===== config.mk =====
export PLATFORM = sky130hd
export DESIGN_NAME = bo_datapath_flat
export DESIGN_NICKNAME = d
export VERILOG_FILES = /design/src/rtl/bo_pkg.sv /design/src/rtl/bo_datapath_if.sv /design/src/rtl/bo_alu.sv /design/src/rtl/bo_datapath.sv /design/src/flat_wrapper.sv
export SDC_FILE = /design/constraint.sdc
export NUM_CORES = 1
export LEC_CHECK = 0
export BUFFER_PORTS_ARGS = -buffer_cell sky130_fd_sc_hd__buf_2
export CORE_MARGIN = 2
export CORE_UTILIZATION = 39
export CTS_CLUSTER_DIAMETER = 100
export DETAILED_ROUTE_END_ITERATION = 12
export GPL_TIMING_DRIVEN = 0
export SKIP_LAST_GASP = 1
export SLEW_MARGIN = 0
export SYNTH_ARGS = -nofsm -noshare
export SYNTH_HDL_FRONTEND = slang
export SYNTH_SLANG_ARGS = --single-unit
export TNS_END_PERCENT = 100

===== constraint.sdc =====
create_clock -name clk -period 13.5 [get_ports clk]
set_input_delay 1.35 -clock clk [delete_from_list [all_inputs] [get_ports clk]]
set_output_delay 1.35 -clock clk [all_outputs]
set_load 0.05 [all_outputs]

===== src/rtl/bo_pkg.sv =====
// Shared select codes and ALU op encodings for the bo_datapath operative block.
package bo_pkg;

   localparam logic [1:0] A_RX  = 2'd0;
   localparam logic [1:0] A_RS  = 2'd1;
   localparam logic [1:0] A_RH  = 2'd2;
   localparam logic [1:0] A_K   = 2'd3;

   localparam logic [1:0] B_RS  = 2'd0;
   localparam logic [1:0] B_X   = 2'd1;
   localparam logic [1:0] B_RX  = 2'd2;
   localparam logic [1:0] B_ONE = 2'd3;

   localparam logic [1:0] W_ALU = 2'd0;
   localparam logic [1:0] W_X   = 2'd1;
   localparam logic [1:0] W_SHR = 2'd2;
   localparam logic [1:0] W_A   = 2'd3;

   localparam logic OP_ADD = 1'b1;
   localparam logic OP_MUL = 1'b0;

endpackage


===== src/rtl/bo_datapath_if.sv =====
// Control-to-datapath bus: control word and operand in, result and status flags out.
interface bo_datapath_if #(
   parameter int unsigned WIDTH = 8
);
   logic [WIDTH-1:0] x_in;
   logic             LX;
   logic             LS;
   logic             LH;
   logic             H;
   logic [1:0]       M0;
   logic [1:0]       M1;
   logic [1:0]       M2;
   logic [WIDTH-1:0] y;
   logic             z_flag;
   logic             n_flag;
   logic             ovf;

   modport master (
      output x_in, LX, LS, LH, H, M0, M1, M2,
      input  y, z_flag, n_flag, ovf
   );

   modport slave (
      input  x_in, LX, LS, LH, H, M0, M1, M2,
      output y, z_flag, n_flag, ovf
   );
endinterface


===== src/rtl/bo_alu.sv =====
// Unsigned add/multiply with overflow detect; SAT_EN clamps the result to all-ones on overflow.
module bo_alu
   import bo_pkg::*;
#(
   parameter int unsigned WIDTH = 8
) (
   input  logic [WIDTH-1:0] a,
   input  logic [WIDTH-1:0] b,
   input  logic             op,
   output logic [WIDTH-1:0] r,
   output logic             ovf
);

   logic [WIDTH:0]     sum;
   logic [2*WIDTH-1:0] prod;
   logic [WIDTH-1:0]   raw;

   always_comb begin
      sum  = {1'b0, a} + {1'b0, b};
      prod = {{WIDTH{1'b0}}, a} * {{WIDTH{1'b0}}, b};
      if (op == OP_ADD) begin
         raw = sum[WIDTH-1:0];
         ovf = sum[WIDTH];
      end else begin
         raw = prod[WIDTH-1:0];
         ovf = |prod[2*WIDTH-1:WIDTH];
      end
`ifdef SAT_EN
      r = ovf ? {WIDTH{1'b1}} : raw;
`else
      r = raw;
`endif
   end

endmodule


===== src/rtl/bo_datapath.sv =====
// Operative block: A/B bus muxes, ALU, write-back mux and RX/RS/RH with status flags.
// Optional saturation on overflow is enabled with the SAT_EN macro (see bo_alu).
module bo_datapath
   import bo_pkg::*;
#(
   parameter int unsigned WIDTH = 8,
   parameter int unsigned K     = 3
) (
   input logic           clk,
   input logic           reset,
   bo_datapath_if.slave  bus
);

   localparam logic [WIDTH-1:0] KVal = WIDTH'(K);

   logic [WIDTH-1:0] rx_q, rs_q, rh_q;
   logic             z_q, n_q, ovf_q;
   logic [WIDTH-1:0] a_bus, b_bus, alu_r, w;
   logic             alu_ovf, any_load, ovf_set, ovf_clr;

   always_comb begin
      unique case (bus.M0)
         A_RX:    a_bus = rx_q;
         A_RS:    a_bus = rs_q;
         A_RH:    a_bus = rh_q;
         default: a_bus = KVal;
      endcase
      unique case (bus.M1)
         B_RS:    b_bus = rs_q;
         B_X:     b_bus = bus.x_in;
         B_RX:    b_bus = rx_q;
         default: b_bus = {{(WIDTH-1){1'b0}}, 1'b1};
      endcase
   end

   bo_alu #(
      .WIDTH(WIDTH)
   ) u_alu (
      .a   (a_bus),
      .b   (b_bus),
      .op  (bus.H),
      .r   (alu_r),
      .ovf (alu_ovf)
   );

   always_comb begin
      unique case (bus.M2)
         W_ALU:   w = alu_r;
         W_X:     w = bus.x_in;
         W_SHR:   w = alu_r >> 1;
         default: w = a_bus;
      endcase
   end

   // Overflow only counts when the ALU result actually reaches a register.
   assign any_load = bus.LX | bus.LS | bus.LH;
   assign ovf_set  = any_load && (bus.M2 == W_ALU || bus.M2 == W_SHR) && alu_ovf;
   assign ovf_clr  = bus.LX && (bus.M2 == W_X);

   always_ff @(posedge clk or posedge reset) begin
      if (reset) begin
         rx_q  <= '0;
         rs_q  <= '0;
         rh_q  <= '0;
         z_q   <= 1'b1;
         n_q   <= 1'b0;
         ovf_q <= 1'b0;
      end else begin
         if (bus.LX) rx_q <= w;
         if (bus.LH) rh_q <= w;
         if (bus.LS) begin
            rs_q <= w;
            z_q  <= (w == '0);
            n_q  <= w[WIDTH-1];
         end
         if (ovf_set)      ovf_q <= 1'b1;
         else if (ovf_clr) ovf_q <= 1'b0;
      end
   end

   assign bus.y      = rh_q;
   assign bus.z_flag = z_q;
   assign bus.n_flag = n_q;
   assign bus.ovf    = ovf_q;

endmodule

===== src/flat_wrapper.sv =====
// flat-port wrapper written by rule: the top's interface ports become plain ports
module bo_datapath_flat import bo_pkg::*;
#(
   parameter int unsigned WIDTH = 8,
   parameter int unsigned K     = 3
)
  (clk, reset, bus_x_in, bus_LX, bus_LS, bus_LH, bus_H, bus_M0, bus_M1, bus_M2, bus_y, bus_z_flag, bus_n_flag, bus_ovf);
  bo_datapath_if #(.WIDTH(WIDTH)) bus_i ();
  input logic clk;
  input logic reset;
  input wire logic [$bits(bus_i.x_in)-1:0] bus_x_in;
  input wire logic [$bits(bus_i.LX)-1:0] bus_LX;
  input wire logic [$bits(bus_i.LS)-1:0] bus_LS;
  input wire logic [$bits(bus_i.LH)-1:0] bus_LH;
  input wire logic [$bits(bus_i.H)-1:0] bus_H;
  input wire logic [$bits(bus_i.M0)-1:0] bus_M0;
  input wire logic [$bits(bus_i.M1)-1:0] bus_M1;
  input wire logic [$bits(bus_i.M2)-1:0] bus_M2;
  output wire logic [$bits(bus_i.y)-1:0] bus_y;
  output wire logic [$bits(bus_i.z_flag)-1:0] bus_z_flag;
  output wire logic [$bits(bus_i.n_flag)-1:0] bus_n_flag;
  output wire logic [$bits(bus_i.ovf)-1:0] bus_ovf;
  assign bus_i.x_in = bus_x_in;
  assign bus_i.LX = bus_LX;
  assign bus_i.LS = bus_LS;
  assign bus_i.LH = bus_LH;
  assign bus_i.H = bus_H;
  assign bus_i.M0 = bus_M0;
  assign bus_i.M1 = bus_M1;
  assign bus_i.M2 = bus_M2;
  assign bus_y = bus_i.y;
  assign bus_z_flag = bus_i.z_flag;
  assign bus_n_flag = bus_i.n_flag;
  assign bus_ovf = bus_i.ovf;
  bo_datapath #(.WIDTH(WIDTH), .K(K)) u_core (.clk(clk), .reset(reset), .bus(bus_i));
endmodule

==> impl_metrics.py <==
metrics = {
    "timing": {
        "setup_violations": 0,
        "post_route_setup_tns_ps": 0,
        "slew_violations": 0,
        "max-slew-margin-rel_pct": 35.0,
        "grt_setup_unrepaired": "false",
        "final.period_utilization_pct": 55.1,
        "min_period_ps": 7440,
        "timing_hold_violations_final": 0,
        "worstMarginPinSlew_ps": 974,
        "fmax_mhz": 134,
        "worst_hold_slack_ps": 507,
        "fin_worst_skew_ps": 2.04,
    },
    "routing": {
        "antenna_left": 0,
        "drc": 0,
        "routed-via-count": 3540,
        "route.detailed.vias_per_inst": 5.40,
        "routedWlPerCell_um": 15.6,
        "first_iter_violations": 146,
        "firstDrtPassIters": 5,
        "detail_route.wirelength_mm": 10.2,
    },
    "run_status": {
        "status": "finished clean",
    },
    "synthesis": {
        "ys.warnings.count": 0,
        "avg_cell_area_syn_um2": 8.42,
        "synth_flop_type": "sky130_fd_sc_hd__dfrtp_1",
        "synth_seq_cells": 26,
        "synth_cell_types": 55,
        "netlist_area_mm2": 0.00412,
        "synth_nets": 591,
        "synthesis.instances": 490,
        "yosysSeqAreaShare_pct": 15.8,
        "async_set_reset_flop_share_out_of_synthesis_pct": 100,
        "synth_enable_flop_cells": 0,
    },
    "grt": {
        "antenna_found_initial": 0,
        "first_global_vias": 3518,
        "groute.usage.overall_pct": 18.6,
        "grt_max_degree": 27,
        "grt_pass1_wl_mm": 17.3,
        "overflow_after_grt": 0,
    },
    "clock_tree": {
        "tritoncts.num_buffers": 3,
        "clock_insertion_delay_worst_skew_ps": 270,
        "cts_htree_levels": 1,
        "post_cts_buffers": 0,
        "cts_tree": "yes",
        "cts_buffer_depth": 2,
        "path_clk_slew_ps": 90,
        "cts.repair.resized": 0,
        "postCtsHoldBufs": 0,
        "clock_tree.root_cell": "sky130_fd_sc_hd__clkbuf_8",
        "clock_sink_count": 26,
    },
    "floorplan": {
        "die_width_um": 107,
        "fp-row-count": 37,
        "design.die.area_mm2": 0.0114,
        "die_h_um": 107,
        "core-area_mm2": 0.0103,
        "initial_core_util_pct": 40.1,
        "io-pin-count": 31,
    },
    "setup_path": {
        "critical_path_required_ps": 13620,
        "data_arrival_time_at_the_worst_slack_endpoint_ps": 7570,
        "critical_path.max_fanout": 10,
        "worst-r2r-setup-slack_ps": 7310,
        "worstSetupStartpointType": "input pin",
        "end_kind": "flip-flop",
        "setup.worst_path.class": "in2reg",
    },
    "finish": {
        "layout.cells.most_common_list": "72 x sky130_fd_sc_hd__inv_1, 60 x sky130_fd_sc_hd__nand2_1, 44 x sky130_fd_sc_hd__ha_1",
        "antenna_cells": 0,
        "ff_latch_area_um2": 652,
        "finish.net_count": 621,
        "nFillCells": 1054,
        "final_layout_size_suffix_gt1_share_pct": 11.9,
        "synthToLayoutAreaGrowth_pct": 8.50,
        "final_common_cell": "sky130_fd_sc_hd__inv_1",
        "multi_input_comb_area_mm2": 0.00312,
    },
    "place": {
        "number_of_buffers_added_on_ports": 25,
        "gp_weighted_congestion": 0.882,
        "place.detailed.hpwl_mm": 8.40,
    },
    "pwr": {
        "p_leak_nw": 2.17,
        "pwr_cell_area_mw_per_mm2": 263,
        "peakVddDrop_v": 0.000134,
    },
    "worst_hold_path": {
        "hold_path.class": "reg2reg",
    },
    "flow_run": {
        "max-cap-violations": 0,
    },
}
-- report_power, final --
group | total (mW) | internal (mW) | switching [mW]
sequential | 0.134 | 0.108 | 0.0258
combinational | 0.990 | 0.391 | 0.599
clock | 0.0508 | 0.0261 | 0.0247
total | 1.18 | 0.525 | 0.650
-- through the flow --
step	total power [mW]	setup WS (ps)	utilization [%]	area (um^2)	std cells
4_1_cts	1.18	6040	43.5	4470	655
6_report	1.18	6060	43.5	4470	655
2_1_floorplan	0.897	6670	-	4120	490
3_5_place_dp	1.12	5760	43.0	4420	651
3_3_place_gp	1.09	5780	43.0	4420	651
5_1_grt	1.32	5660	43.5	4470	655
-- Yosys cell counts, types with 2 or more instances --
master / instances / area (um^2)
sky130_fd_sc_hd__o21ai_1: 11 / 55.1
sky130_fd_sc_hd__a21oi_1: 31 / 155
sky130_fd_sc_hd__a221o_1: 2 / 20.0
sky130_fd_sc_hd__buf_2: 3 / 15.0
sky130_fd_sc_hd__fa_1: 37 / 741
sky130_fd_sc_hd__inv_1: 72 / 270
sky130_fd_sc_hd__dfrtp_1: 25 / 626
sky130_fd_sc_hd__o211a_1: 2 / 20.0
sky130_fd_sc_hd__o211ai_1: 2 / 15.0
sky130_fd_sc_hd__a41oi_1: 3 / 26.3
sky130_fd_sc_hd__and3_1: 4 / 25.0
sky130_fd_sc_hd__o21bai_1: 5 / 37.5
sky130_fd_sc_hd__nand2b_1: 6 / 37.5
sky130_fd_sc_hd__o21a_1: 2 / 15.0
sky130_fd_sc_hd__ha_1: 44 / 551
sky130_fd_sc_hd__or4_1: 2 / 15.0
sky130_fd_sc_hd__o22ai_1: 2 / 12.5
sky130_fd_sc_hd__a211oi_1: 5 / 37.5
sky130_fd_sc_hd__or2_2: 2 / 12.5
sky130_fd_sc_hd__a31oi_1: 3 / 18.8
sky130_fd_sc_hd__o21ai_0: 15 / 75.1
sky130_fd_sc_hd__nor3_1: 8 / 40.0
sky130_fd_sc_hd__buf_6: 2 / 22.5
sky130_fd_sc_hd__xnor2_1: 3 / 26.3
sky130_fd_sc_hd__mux2_4: 2 / 30.0
sky130_fd_sc_hd__mux2_2: 20 / 225
sky130_fd_sc_hd__a21o_1: 2 / 15.0
sky130_fd_sc_hd__clkbuf_1: 11 / 41.3
sky130_fd_sc_hd__a32oi_1: 2 / 17.5
sky130_fd_sc_hd__nand2_1: 60 / 225
sky130_fd_sc_hd__nor4_1: 2 / 12.5
sky130_fd_sc_hd__and2_1: 15 / 93.8
sky130_fd_sc_hd__o41ai_1: 3 / 26.3
sky130_fd_sc_hd__nor2_1: 32 / 120
sky130_fd_sc_hd__mux2i_1: 17 / 170
sky130_fd_sc_hd__nand3_1: 6 / 30.0
sky130_fd_sc_hd__a311oi_1: 2 / 17.5
sky130_fd_sc_hd__nor2b_1: 8 / 50.1
-- kinds of logic (layout without fill, tap and decap cells) --
| kind of cell | after synthesis | in the layout | synth area share (%) |
|---|---|---|---|
| AO/OA/AOI/OAI | 102 | 102 | 16.2 |
| flip-flops | 26 | 26 | 15.8 |
| XOR/XNOR | 4 | 4 | 0.850 |
| buffers and inverters | 88 | 117 | 8.46 |
| AND/OR/NAND/NOR | 150 | 150 | 17.1 |
| adder cells (fa/ha/maj) | 81 | 81 | 31.3 |
| multiplexers | 39 | 39 | 10.3 |
-- final timing paths --
kind | start | to | depth (start not counted)
worst max-delay path | bus_M0[0] | u_core.bus.ovf | 18
max in group asynchronous | reset | u_core.rx_q[6] | 2
worst max register to register | u_core.bus.y[4] | u_core.bus.ovf | 16
min in group asynchronous | reset | u_core.bus.y[0] | 2
worst min-delay path | u_core.bus.z_flag | u_core.bus.z_flag | 2
worst min register to register | u_core.bus.z_flag | u_core.bus.z_flag | 2
-- per-layer routing --
metal	vias up	global-route usage, %	wire, um
met5	-	0	0
met4	0	3.71	108
met3	9	0.851	375
met2	92	31.2	4890
met1	1718	26.8	4830
li1	1721	-	-
-- sequential cells by signal (all words and copies together) (netlist names) --
name and flops:
u_core.bus.z_flag 1, u_core.rx_q 8, u_core.bus.y 8, u_core.rs_q 7
u_core.bus.ovf 1, u_core.bus.n_flag 1
-- layout make-up --
type                            count  share of cell area, %
Multi-Input combinational cell    376                   69.8
Sequential cell                    26                   14.6
Inverter                           72                   6.04
Tap cell                          136                   3.80
Timing Repair Buffer               25                   2.80
Buffer                             16                   1.76
Clock buffer                        4                   1.23
-- critical path, cell delays in order --
cell                        delay (ps)
sky130_fd_sc_hd__clkbuf_1          310
sky130_fd_sc_hd__nor2b_1           430
sky130_fd_sc_hd__nand2_1            90
sky130_fd_sc_hd__o21ai_1           460
sky130_fd_sc_hd__ha_1              420
sky130_fd_sc_hd__inv_1             150
sky130_fd_sc_hd__fa_1              570
sky130_fd_sc_hd__fa_1              440
sky130_fd_sc_hd__fa_1              510
sky130_fd_sc_hd__fa_1              540
sky130_fd_sc_hd__inv_1              40
sky130_fd_sc_hd__ha_1              350
sky130_fd_sc_hd__and3_1            210
sky130_fd_sc_hd__a221o_1           350
sky130_fd_sc_hd__or3_1             330
sky130_fd_sc_hd__a2111o_1          430
sky130_fd_sc_hd__a2111oi_2         390
sky130_fd_sc_hd__a41oi_1           200
Power figures use the tool's default switching activity.
